### src/rtl/instr_fetch_unit_if.sv
// Instruction-memory request/acknowledge bus between the fetch unit (master) and the
// instruction memory (slave).
`timescale 1ns/1ps
interface instr_fetch_unit_if #(
    parameter int unsigned ADDR_W = 64
);
    logic              imem_req;
    logic [ADDR_W-1:0] imem_addr;
    logic              imem_ack;
    logic [31:0]       imem_rdata;

    modport master (output imem_req, imem_addr, input  imem_ack, imem_rdata);
    modport slave  (input  imem_req, imem_addr, output imem_ack, imem_rdata);
endinterface

### src/rtl/instr_fetch_unit.sv
// PC owner and instruction fetcher: IDLE -> REQ -> HOLD loop with fetch timeout to ERR.
// Optional FETCH_PERF_CNT_EN adds saturating fetched/stall performance counters.
`timescale 1ns/1ps
module instr_fetch_unit #(
    parameter int unsigned       ADDR_W   = 64,
    parameter logic [ADDR_W-1:0] RESET_PC = '0,
    parameter int unsigned       MAX_WAIT = 15
) (
    input  logic               clk,
    input  logic               reset,
    instr_fetch_unit_if.master imem,
    output logic [31:0]        instr,
    output logic               instr_valid,
    input  logic               instr_ready,
    input  logic               BrTaken,
    input  logic               UncondBr,
    output logic [ADDR_W-1:0]  pc,
    output logic               fetch_err
`ifdef FETCH_PERF_CNT_EN
    ,
    output logic [31:0]        perf_fetched,
    output logic [31:0]        perf_stall
`endif
);

    typedef enum logic [1:0] {
        IDLE,
        REQ,
        HOLD,
        ERR
    } state_t;

    localparam logic [7:0] MAX_WAIT_C = 8'(MAX_WAIT);

    state_t            state;
    logic [7:0]        wait_cnt;
    logic [7:0]        wait_cnt_nxt;
    logic [ADDR_W-1:0] b_off;
    logic [ADDR_W-1:0] cbz_off;
    logic [ADDR_W-1:0] next_pc;

    assign imem.imem_addr = pc;
    assign wait_cnt_nxt   = wait_cnt + 8'd1;

    // Branch offsets: sign-extended immediates already scaled by 4 (word addressing).
    assign b_off   = {{(ADDR_W-28){instr[25]}}, instr[25:0], 2'b00};
    assign cbz_off = {{(ADDR_W-21){instr[23]}}, instr[23:5], 2'b00};

    // NOTE: every output of an always_comb block gets a default first, so no path
    // leaves it unassigned and no latch is inferred.
    always_comb begin
        next_pc = pc + ADDR_W'(4);
        if (BrTaken) begin
            if (UncondBr) next_pc = pc + b_off;
            else          next_pc = pc + cbz_off;
        end
    end

    // NOTE: state registers use non-blocking assignments so every flop samples the
    // pre-edge values, independent of statement order.
    always_ff @(posedge clk) begin
        if (reset) begin
            state         <= IDLE;
            pc            <= RESET_PC;
            instr         <= '0;
            instr_valid   <= 1'b0;
            imem.imem_req <= 1'b0;
            fetch_err     <= 1'b0;
            wait_cnt      <= '0;
        end else begin
            case (state)
                IDLE: begin
                    state         <= REQ;
                    imem.imem_req <= 1'b1;
                end
                REQ: begin
                    if (imem.imem_ack) begin
                        instr         <= imem.imem_rdata;
                        instr_valid   <= 1'b1;
                        imem.imem_req <= 1'b0;
                        wait_cnt      <= '0;
                        state         <= HOLD;
                    end else begin
                        wait_cnt <= wait_cnt_nxt;
                        if (wait_cnt_nxt == MAX_WAIT_C) begin
                            imem.imem_req <= 1'b0;
                            fetch_err     <= 1'b1;
                            state         <= ERR;
                        end
                    end
                end
                HOLD: begin
                    if (instr_ready) begin
                        pc            <= next_pc;
                        instr_valid   <= 1'b0;
                        imem.imem_req <= 1'b1;
                        state         <= REQ;
                    end
                end
                ERR: begin
                    imem.imem_req <= 1'b0;
                    instr_valid   <= 1'b0;
                    fetch_err     <= 1'b1;
                end
                default: state <= ERR;
            endcase
        end
    end

`ifdef FETCH_PERF_CNT_EN
    logic fetched_evt;
    logic stall_evt;

    assign fetched_evt = (state == HOLD) && instr_ready;
    assign stall_evt   = ((state == REQ) && !imem.imem_ack) || ((state == HOLD) && !instr_ready);

    // Counters saturate rather than wrap; ERR is neither REQ nor HOLD so both freeze there.
    always_ff @(posedge clk) begin
        if (reset) begin
            perf_fetched <= '0;
            perf_stall   <= '0;
        end else begin
            if (fetched_evt && (perf_fetched != 32'hFFFF_FFFF)) perf_fetched <= perf_fetched + 32'd1;
            if (stall_evt   && (perf_stall   != 32'hFFFF_FFFF)) perf_stall   <= perf_stall + 32'd1;
        end
    end
`endif

endmodule

### src/flat_wrapper.sv
// flat-port wrapper written by rule: the top's interface ports become plain ports
module instr_fetch_unit_flat 
#(
    parameter int unsigned       ADDR_W   = 64,
    parameter logic [ADDR_W-1:0] RESET_PC = '0,
    parameter int unsigned       MAX_WAIT = 15
)
  (clk, reset, instr, instr_valid, instr_ready, BrTaken, UncondBr, pc, fetch_err, imem_imem_req, imem_imem_addr, imem_imem_ack, imem_imem_rdata);
  instr_fetch_unit_if #(.ADDR_W(ADDR_W)) imem_i ();
  input  logic clk;
  input  logic reset;
  output logic [31:0] instr;
  output logic instr_valid;
  input  logic instr_ready;
  input  logic BrTaken;
  input  logic UncondBr;
  output logic [ADDR_W-1:0] pc;
  output logic fetch_err;
  output wire logic [$bits(imem_i.imem_req)-1:0] imem_imem_req;
  output wire logic [$bits(imem_i.imem_addr)-1:0] imem_imem_addr;
  input wire logic [$bits(imem_i.imem_ack)-1:0] imem_imem_ack;
  input wire logic [$bits(imem_i.imem_rdata)-1:0] imem_imem_rdata;
  assign imem_imem_req = imem_i.imem_req;
  assign imem_imem_addr = imem_i.imem_addr;
  assign imem_i.imem_ack = imem_imem_ack;
  assign imem_i.imem_rdata = imem_imem_rdata;
  instr_fetch_unit #(.ADDR_W(ADDR_W), .RESET_PC(RESET_PC), .MAX_WAIT(MAX_WAIT)) u_core (.clk(clk), .reset(reset), .imem(imem_i), .instr(instr), .instr_valid(instr_valid), .instr_ready(instr_ready), .BrTaken(BrTaken), .UncondBr(UncondBr), .pc(pc), .fetch_err(fetch_err));
endmodule
### config.mk
export PLATFORM = sky130hd
export DESIGN_NAME = instr_fetch_unit_flat
export DESIGN_NICKNAME = d
export VERILOG_FILES = /design/src/rtl/instr_fetch_unit_if.sv /design/src/rtl/instr_fetch_unit.sv /design/src/flat_wrapper.sv
export SDC_FILE = /design/constraint.sdc
export NUM_CORES = 1
export LEC_CHECK = 0
export CAP_MARGIN = 20
export CORE_MARGIN = 2
export CORE_UTILIZATION = 28
export CTS_BUF_LIST = sky130_fd_sc_hd__clkbuf_2 sky130_fd_sc_hd__clkbuf_4 sky130_fd_sc_hd__clkbuf_8
export DETAILED_ROUTE_END_ITERATION = 7
export DONT_BUFFER_PORTS = 1
export PLACE_DENSITY = 0.52
export SETUP_SLACK_MARGIN = 0.2
export SKIP_LAST_GASP = 1
export SLEW_MARGIN = 20
export SYNTH_ARGS = -nofsm -noshare
export SYNTH_HDL_FRONTEND = slang
export SYNTH_SLANG_ARGS = --single-unit
### constraint.sdc
create_clock -name clk -period 10 [get_ports clk]
set_input_delay 1 -clock clk [delete_from_list [all_inputs] [get_ports clk]]
set_output_delay 1 -clock clk [all_outputs]
set_load 0.02 [all_outputs]
==> impl_metrics.yaml, run 1 <==
worst_setup_path:
  reg2reg_to: "u_core.imem.imem_addr[60]"
  crit_required_ns: 10.36
  arrival_ns: 4.53
  cp_cell_sequence: "nand2b_1 -> a21boi_4 -> buf_4 -> ha_1 -> a21o_1 -> a21o_1 -> or4_1 -> o21ai_2 -> nand3_1 -> o21ai_2 -> o21ai_1 -> o21a_1 -> or3_1 -> a21oi_1"
  critical_path_class: "input pin to flop"
  crit_family: "compound AO/OA/AOI/OAI gates"
  path_max_fanout: 37
  r2r_slack_ns: 5.84
  cp-end-kind: "flop"
  path_buf_inv: 1
  reg2reg_depth: 14
  max_stage_delay_ns: 0.48
  slowest_stage: "or4_1"
  crit-reg2reg-launch: "u_core.instr[23]"
  startpoint_type: "input pin"
power_and_ir_drop:
  vdd_drop_max_mv: 0.124
  power_uw: 826
  p_leak_nw: 3.40
  p_per_area_nw_per_um2: 98.7
yosys:
  synth-async-reset-ratio_pct: 0
  ys_seq_area_share_pct: 25.7
  synth-edff-count: 0
  synth_cell_types: 67
  synth_area_sq_um: 8340
  yosysTopAreaCellShare_pct: 25.7
  ys_ff_latch: 107
  synth_ff_type: "dfxtp_1"
  syn_inst: 1131
  yosys_warnings: 0
  synth_top_area_cell: "dfxtp_1"
  synth_area_leaders: "dfxtp_1 26%, a21oi_1 9.5%, ha_1 9.4%, nand2_1 9.4%, buf_4 6.0%"
  synth_commonest_cells: "210 x nand2_1, 158 x a21oi_1, 107 x dfxtp_1, 67 x buf_4, 63 x ha_1"
  synth_most_common_cell: "nand2_1"
  avgSynthCellArea_sq_um: 7.38
sta:
  slew_headroom_pct: 46.3
  finalHoldViolations: 0
  fin_worst_skew_ns: 0.0184
  fin_ws_ns: 5.83
  achievable-frequency_ghz: 0.240
  tightest_slew_ns: 0.785
  drv_slew: 0
  final.min_clock_period_ns: 4.17
  setup_viol: 0
  setup_tns_ns: 0
  rsz0062_at_grt: "no"
  finalCritPeriodShare_pct: 41.7
route:
  drcViolationCount: 0
  wl_per_cell_um: 17.2
  drt_iter0_markers: 390
  routed_wl_um: 24400
  ant_nets: 0
  viasPerCell: 5.12
  first_pass_iters: 5
  vias: 7269
final_layout:
  nNetsFinal: 1126
  final_area_sq_um: 8370
  stdcell_count: 1419
  antenna_cells: 0
  area_delta_synth_final_pct: 0.345
  drive_above_1_share_pct: 3.50
placed_design:
  hpwl_um: 18400
  gp_congestion: 0.884
  placedCellCount: 1403
  dpl_cell_area_sq_um: 8170
  pre_cts_slack_ns: 5.42
  portBuffers: 0
worst_hold_path:
  hold_class: "flop to flop"
  worstHoldEndpoint: "u_core.wait_cnt[7]"
  min_delay_path_depth: 2
  hp-start: "u_core.wait_cnt[7]"
floorplan:
  dieArea_sq_um: 31200
  chipHeight_um: 177
  die_w_um: 177
  ios: 201
  start_util_pct: 28.3
  core-area_sq_um: 29500
  fp-row-count: 63
cts:
  path_clk_slew_ns: 0.12
  cts_root_buffer: "clkbuf_8"
  clk_latency_ns: 0.42
  cts_buffer_depth: 2
  cts.htree.levels: 3
  cts_tree: "built"
  cts_buffers: 9
  cts.hold.buffers_added: 0
  cts_setup_buffers: 0
  cts_resized: 0
  cts_sinks: 107
grt:
  grt_pass1_vias: 7075
  antenna_found_initial: 0
  grt_use_total_pct: 15.5
  grt-ovfl-total: 0
  grt_max_degree: 106
  grt_pass1_wl_um: 38800
outcome:
  outcome: "finished, final reports clean"
flow_run:
  cap_viol_max_count: 0
-- layout make-up --
cell class | count | area (sq um)
multi-input cells | 879 | 5420
well taps | 390 | 488
clock buffers | 10 | 138
clock inverters | 6 | 65.1
flip-flops and latches | 107 | 2140
fillers | 3276 | 21100
repair buffers | 5 | 41.3
inverters | 22 | 82.6
-- per-stage QoR --
step / hold WS [ns] / utilization (%)
floorplan: 0.469 / -
global placement: 0.488 / 27.7
detailed placement: 0.490 / 27.7
CTS: 0.509 / 28.4
global route: 0.559 / 28.4
finish: 0.507 / 28.4
-- cell families after synthesis --
logic type | count (synthesis) | share of synthesized area, %
buffers and inverters | 148 | 9.76
other | 1 | 0.0449
adder cells (fa/ha/maj) | 64 | 9.69
multiplexers | 18 | 2.17
XOR/XNOR | 50 | 5.25
AO/OA/AOI/OAI | 347 | 25.9
AND/OR/NAND/NOR | 396 | 21.6
flip-flops | 107 | 25.7
-- metal layers --
metal  GRT usage [%]  vias up  wire, um
li1                -     3732         -
met1            20.4     3338     11400
met2            25.1      188     11000
met3            4.88       11      1820
met4            2.44        0       178
met5               0        -         0
-- flip-flops by register name (all words and copies together), names as in the netlist --
register and cells:
u_core.fetch_err 1, u_core.imem.imem_addr 62, u_core.imem.imem_req 1, u_core.instr 32
u_core.instr_valid 1, u_core.state 2, u_core.wait_cnt 8
-- cells in the final DEF, fill, tap and decap left out, types with 24 or more instances in the layout --
| cell | n |
|---|---|
| a21oi_1 | 158 |
| a21o_1 | 37 |
| ha_1 | 63 |
| o21ai_0 | 45 |
| dfxtp_1 | 107 |
| nand2_1 | 209 |
| nor2b_1 | 24 |
| xnor2_1 | 32 |
| nor2_1 | 59 |
-- where the power goes --
part	switching [mW]	internal (mW)	leakage (nW)
sequential	0.0264	0.436	0.866
clock	0.182	0.106	0.104
combinational	0.0491	0.0273	2.43
-- how the worst max path moves through the flow --
stage                           from                        end  slack [ns]  cells past startpoint
finish                      UncondBr  u_core.imem.imem_addr[60]        5.83                     14
global route         u_core.instr[5]  u_core.imem.imem_addr[48]        5.54                     15
CTS                 u_core.instr[23]  u_core.imem.imem_addr[60]        5.85                     14
detailed placement          UncondBr  u_core.imem.imem_addr[60]        5.42                     14
global placement            UncondBr  u_core.imem.imem_addr[60]        5.46                     14
floorplan                   UncondBr  u_core.imem.imem_addr[60]        3.47                     15
-- worst min-delay path, delay by kind of cell (launching register included) --
family / cells / cell delay, ns
DFF: 1 / 0.34
AOI/OAI and AO/OA: 2 / 0.13
Note: power is estimated with default switching activity, not from simulation.
==> run 2: changes to the inputs <==
--- a/config.mk
+++ b/config.mk
@@ -11,7 +11,7 @@
 export CTS_BUF_LIST = sky130_fd_sc_hd__clkbuf_2 sky130_fd_sc_hd__clkbuf_4 sky130_fd_sc_hd__clkbuf_8
 export DETAILED_ROUTE_END_ITERATION = 7
 export DONT_BUFFER_PORTS = 1
-export PLACE_DENSITY = 0.52
+export PLACE_DENSITY = 0.54
 export SETUP_SLACK_MARGIN = 0.2
 export SKIP_LAST_GASP = 1
 export SLEW_MARGIN = 20
==> constraint.sdc (replaced) <==
create_clock -name clk -period 3.4 [get_ports clk]
set_input_delay 0.34 -clock clk [delete_from_list [all_inputs] [get_ports clk]]
set_output_delay 0.34 -clock clk [all_outputs]
set_load 0.02 [all_outputs]
==> impl_metrics.yaml, run 2 (same netlist as run 1, synthesis figures left out) <==
sta:
  tightest_slew_ns: 0.638
  drv_slew: 0
  finalCritPeriodShare_pct: 95.7
  slew_headroom_pct: 56.4
  fin_worst_skew_ns: 0.0143
  whs_ns: 0.0449
  final.min_clock_period_ns: 3.25
  rsz0062_at_grt: "yes"
  achievable-frequency_ghz: 0.307
  finalHoldViolations: 0
  setup_viol: 0
worst_hold_path:
  min_delay_path_depth: 2
  hp-start: "imem_imem_rdata[29]"
  hold_class: "input pin to flop"
  worstHoldEndpoint: "u_core.instr[29]"
route:
  first_pass_iters: 5
  ant_nets: 0
  drt_iter0_markers: 392
  wl_per_cell_um: 17.0
  viasPerCell: 5.02
  drcViolationCount: 0
  vias: 8301
  routed_wl_um: 28000
worst_setup_path:
  reg2reg_depth: 15
  startpoint_type: "flop"
  crit_required_ns: 3.70
  r2r_slack_ns: 0.15
  arrival_ns: 3.56
  cp-end-kind: "flop"
  crit-reg2reg-launch: "u_core.instr[25]"
  critical_path_class: "flop to flop"
  path_max_fanout: 4
  critical_path.startpoint: "u_core.instr[25]"
  reg2reg_to: "u_core.imem.imem_addr[56]"
power_and_ir_drop:
  power_mw: 2.54
  p_leak_nw: 4.73
  p_per_area_nw_per_um2: 229
  vdd_drop_max_mv: 0.208
grt:
  grt_max_degree: 106
  antenna_found_initial: 0
  grt_pass1_vias: 8070
  grt-ovfl-total: 0
  grt_use_total_pct: 17.5
  grt_pass1_wl_um: 43400
final_layout:
  layout_common_cells: "205 x nand2_1, 197 x buf_4, 134 x a21oi_1"
  drive_above_1_share_pct: 28.2
  antenna_cells: 0
  area_delta_synth_final_pct: 32.6
  fin_util_pct: 37.5
  final_common_cell: "nand2_1"
  largest_register_ffs: 62
  nNetsFinal: 1359
cts:
  cts_sinks: 107
  cts_buffer_depth: 2
  cts_root_buffer: "clkbuf_8"
  cts.htree.levels: 3
  clk_latency_ns: 0.41
  cts_buffers: 9
  cts_tree: "built"
  path_clk_slew_ns: 0.12
floorplan:
  core-area_sq_um: 29500
  ios: 201
  dieArea_sq_um: 31200
  fp-row-count: 63
  start_util_pct: 28.3
  chipHeight_um: 177
  die_w_um: 177
outcome:
  outcome: "finished, final reports clean"
placed_design:
  gp_congestion: 0.867
  hpwl_um: 20500
  portBuffers: 0
flow_run:
  cap_viol_max_count: 0
==> run 2: changes by cell type in the layout (fill, tap and decap cells not counted), moves of 5 or more <==
cell,before,now
dfxtp_2,0,9
dfxtp_1,107,97
nor2_1,59,54
o21ai_0,45,35
ha_4,0,23
dlygate4sd3_1,0,28
nor2b_1,24,19
ha_1,63,37
a21oi_2,0,24
buf_4,4,197
nor2b_2,0,5
a21oi_1,158,134
==> run 2: cell type report <==
cell class | instances | area [sq um]
fillers | 3110 | 18400
multi-input cells | 879 | 6140
flip-flops and latches | 107 | 2160
repair buffers | 238 | 2000
well taps | 390 | 488
clock buffers | 10 | 131
inverters | 22 | 82.6
clock inverters | 6 | 62.6
==> run 2: how the worst max path moves through the flow <==
stage                                            to  cells after the start  slack (ns)
after floorplan           u_core.imem.imem_addr[60]                     15       -0.25
after global placement    u_core.imem.imem_addr[48]                     15       -0.02
after detailed placement  u_core.imem.imem_addr[48]                     15       -0.11
after CTS                 u_core.imem.imem_addr[53]                     14        0.15
after global routing      u_core.imem.imem_addr[60]                     17      -0.004
final                     u_core.imem.imem_addr[56]                     15        0.15
==> run 2: what timing repair did <==
action / in CTS / in global routing
resized for setup: 66 / 85
buffers inserted: 13 / 17
hold buffers: 28 / 1
endpoints found under the setup margin: 20 / 38
pin swaps: 29 / 50
hold endpoints to repair: 60 / 36
cloned: 2 / 1
==> run 2: per-layer routing <==
metal / global-route usage [%] / routed length, um / vias to the layer above
li1: - / - / 4180
met1: 23.0 / 12800 / 3877
met2: 28.0 / 12600 / 217
met3: 5.80 / 2270 / 27
met4: 3.89 / 426 / 0
met5: 0 / 0 / -
==> run 2: worst max-delay path, cell delays in order, from the launching register on <==
cell and delay (ns):
dfxtp_2 0.37, nand2_2 0.07, a21boi_4 0.17, buf_12 0.14, bufbuf_16 0.26, ha_1 0.24, a21o_1 0.18, or4_4 0.53
o21ai_4 0.20, nand3_2 0.11, o21ai_4 0.21, buf_6 0.13, a21oi_1 0.06, or3_1 0.31, nand3_1 0.09, a21oi_1 0.07
==> run 2: per-stage QoR <==
| step | instance area [sq um] | instances | setup TNS [ns] | worst slack [ns] |
|---|---|---|---|---|
| 5_1_grt | 11100 | 1652 | -0.00740 | -0.00380 |
| 3_3_place_gp | 9500 | 1574 | -0.0233 | -0.0233 |
| 6_report | 11100 | 1652 | 0 | 0.146 |
| 3_5_place_dp | 9500 | 1574 | -0.127 | -0.107 |
| 4_1_cts | 10500 | 1633 | 0 | 0.147 |
| 2_1_floorplan | 8450 | 1134 | -1.24 | -0.251 |
==> run 2: power breakdown <==
group | internal (mW) | total, mW | leakage [nW] | switching (mW)
clock network | 0.300 | 0.828 | 0.102 | 0.528
logic | 0.164 | 0.390 | 3.76 | 0.226
registers | 1.28 | 1.32 | 0.871 | 0.0343
total | 1.75 | 2.54 | 4.73 | 0.789
==> variant (flow settings as in run 1) <==
Put one more register stage on the output `fetch_err`, with the module's reset. The value now appears one clock later. The other outputs are not delayed to match.
--- a/src/rtl/instr_fetch_unit.sv
+++ b/src/rtl/instr_fetch_unit.sv
@@ -32,6 +32,8 @@
 
     localparam logic [7:0] MAX_WAIT_C = 8'(MAX_WAIT);
 
+    logic fetch_err_s0;
+
     state_t            state;
     logic [7:0]        wait_cnt;
     logic [7:0]        wait_cnt_nxt;
@@ -65,7 +67,7 @@
             instr         <= '0;
             instr_valid   <= 1'b0;
             imem.imem_req <= 1'b0;
-            fetch_err     <= 1'b0;
+            fetch_err_s0  <= 1'b0;
             wait_cnt      <= '0;
         end else begin
             case (state)
@@ -84,7 +86,7 @@
                         wait_cnt <= wait_cnt_nxt;
                         if (wait_cnt_nxt == MAX_WAIT_C) begin
                             imem.imem_req <= 1'b0;
-                            fetch_err     <= 1'b1;
+                            fetch_err_s0  <= 1'b1;
                             state         <= ERR;
                         end
                     end
@@ -100,7 +102,7 @@
                 ERR: begin
                     imem.imem_req <= 1'b0;
                     instr_valid   <= 1'b0;
-                    fetch_err     <= 1'b1;
+                    fetch_err_s0  <= 1'b1;
                 end
                 default: state <= ERR;
             endcase
@@ -126,5 +128,13 @@
     end
 `endif
 
+    always_ff @(posedge clk) begin
+        if (reset) begin
+            fetch_err <= '0;
+        end else begin
+            fetch_err <= fetch_err_s0;
+        end
+    end
+
 endmodule
 
Check against the original RTL: no difference found for any inputs over 4 cycles, from zero or initial values and one cycle with reset high; that may be too few to reach the edited logic, so the function may still have changed.
==> variant against run 1 <==
Routed wire length fell by 4.5%; total power up 0.85%; non-clock buffer count decreased by 1; global-route usage decreased by 0.23 points; die area is 1.3% lower; setup slack lost 0.12 ns; sequential cell count grew 1; via count down 4.4%; cell area decreased by 1.4%; area after synthesis decreased by 1.4%; largest cell class unchanged; largest power group unchanged.
==> variant: results (changes against run 1) <==
| Metric | Value |
|---|---|
| Resized cells post-CTS | 0 (unchanged) |
| Post-synth top cells | nand2_1 (197), a21oi_1 (145), dfxtp_1 (108), buf_4 (66), ha_1 (63) |
| Leak | 3.361 nW (-1.2%) |
| Compound-Gate Fraction of Synth Area | 26.05% (+0.19 points) |
| Clock tree buffer depth | 2 (unchanged) |
| Dpl hpwl | 17.62 mm (-4.0%) |
| Ys Warns | 0 (unchanged) |
| Slew HR | 29.84% (-16 points) |
| NumNets Final | 1093 (-2.9%) |
| DR vias | 6947 (-4.4%) |
| Max FFs per register | 62 (unchanged) |
| Vias in the first global route | 6959 (-1.6%) |
| Worst Hold Class | reg -> reg |
| Highest net fanout along the worst path | 37 (unchanged) |
| Largest net degree at the start of global routing | 98 (-7.5%) |
| Post-CTS setup buffer count | 0 (unchanged) |
| Total GRT Usage | 15.25% (-0.23 points) |
| Multiplexer area fraction after synthesis | 2.205% (+0.030 points) |
| Synth cell types | 63 (-6.0%) |
| Worst endpoint data arrival time | 4.64 ns (+0.11 ns) |
| Reg2Reg Launch Point | u_core.instr[23]$_SDFFE_PP0P_ |
| Routed length per placed instance | 16.92 µm (-1.7%) |
| Root Buffer | clkbuf_8 |
| Worst-path clk slew | 0.13 ns |
| Clk_lat worst skew | 0.40 ns (-0.02 ns) |
| Ys async rst share | 0% (unchanged) |
| CP startpoint | UncondBr |
| Antenna diode count | 0 (unchanged) |
| Share of cells above drive strength 1 | 3.417% (-0.081 points) |
| Hold path start | u_core.fetch_err_s0$_SDFFE_PP0P_ |
| Xor and xnor area share after synthesis | 5.960% (+0.71 points) |
| Wire length of the first global-routing pass | 37.92 mm (-2.3%) |
| TritonCTS Buffers | 9 (unchanged) |
| Sequential-to-total area share from yosys stat | 26.27% (+0.60 points) |
| # port buffers | 0 (unchanged) |
| Layout fillers | 3194 (-2.5%) |
| Peak supply drop | 0.07052 mV (-43%) |
| Synth top area cells | dfxtp_1 (26%), ha_1 (9.6%), nand2_1 (9.0%), a21oi_1 (8.8%), buf_4 (6.0%) |
| Design area | 8255 µm² (-1.4%) |
| First-pass DRT Iterations | 4 (-1) |
| Adder-Cell Fraction of Synth Area | 9.822% (+0.13 points) |
| DP Worst Slack | 5.274 ns (-0.1434 ns) |
| Clock Skew | 0.01874 ns (+0.0003766 ns) |
| Post-synth top flop | dfxtp_1 |
| Initial antenna violation count | 0 (unchanged) |
| 1st-iter DRT viols | 310 (-21%) |
| Row count | 62 (-1.6%) |
| Final GP Congestion | 0.8385 (-5.1%) |
| Outcome | finished clean |
| H-Tree Depth | 3 (unchanged) |
| Placed cell areas | 8055 µm² (-1.4%) |
-- variant: changes by cell type in the layout (fill, tap and decap cells not counted), sizes merged, moves of 7 or more --
cell,change
a21oi,-11
xor2,+7
inv,-7
nand2,-14
a22o,+7
nand2b,+9
a31oi,-7
nand4,-9
or3,-8
-- variant: report_power, final --
| part | internal [mW] | switching, mW |
|---|---|---|
| Sequential | 0.440 | 0.0257 |
| Clock | 0.118 | 0.176 |
| Combinational | 0.0264 | 0.0471 |
-- variant: final timing paths --
check / cells after the start / endpoint / slack, ns
setup / recovery: 15 / u_core.imem.imem_addr[63]$_SDFFE_PP0P_ / 5.70
hold / removal: 1 / u_core.fetch_err$_SDFF_PP0_ / 0.48
setup reg to reg: 15 / u_core.imem.imem_addr[63]$_SDFFE_PP0P_ / 5.78
hold reg to reg: 1 / u_core.fetch_err$_SDFF_PP0_ / 0.48
-- variant: area by class of cell --
type,instances,share of cell area [%]
Inverter,17,0.7730
Tap cell,384,5.820
Clock inverter,6,0.8942
Timing Repair Buffer,4,0.3637
Clock buffer,9,1.500
Sequential cell,108,26.19
Multi-Input combinational cell,851,64.46
-- variant: cell families (layout without fill, tap and decap cells) --
kind of cell               count (synthesis)  count (layout)
and+or+nand+nor                          370             370
AOI/OAI and AO/OA                        339             339
buffers and inverters                    141              36
DFF                                      108             108
adders and majority gates                 64              64
xor gates and xnor gates                  56              56
muxes                                     18              18
other                                      1               4
-- variant: critical path, cell delays in order --
cell and delay, ns:
nand2b_1 0.23, a21boi_4 0.17, buf_4 0.41, ha_1 0.42
a21oi_1 0.28, o21ai_0 0.15, a211o_1 0.29, a21o_1 0.17
a2111o_1 0.35, nand2b_1 0.21, o2111ai_1 0.21, a31oi_1 0.12
xnor2_1 0.14, or3_1 0.32, a21oi_1 0.14
-- variant: routing by layer --
| layer | track usage [%] | wire length [µm] | up-vias |
|---|---|---|---|
| li1 | - | - | 3606 |
| met1 | 19.80 | 10950 | 3172 |
| met2 | 25.41 | 10620 | 154 |
| met4 | 3.547 | 238 | 0 |
| met3 | 3.831 | 1517 | 15 |
| met5 | 0 | 0 | - |
-- variant: metrics by stage --
| stage | total power, mW | instances |
|---|---|---|
| after floorplan | 0.5408 | 1100 |
| after global placement | 0.5498 | 1364 |
| after detailed placement | 0.5503 | 1364 |
| after CTS | 0.8518 | 1379 |
| after global routing | 0.8787 | 1379 |
| final | 0.8332 | 1379 |
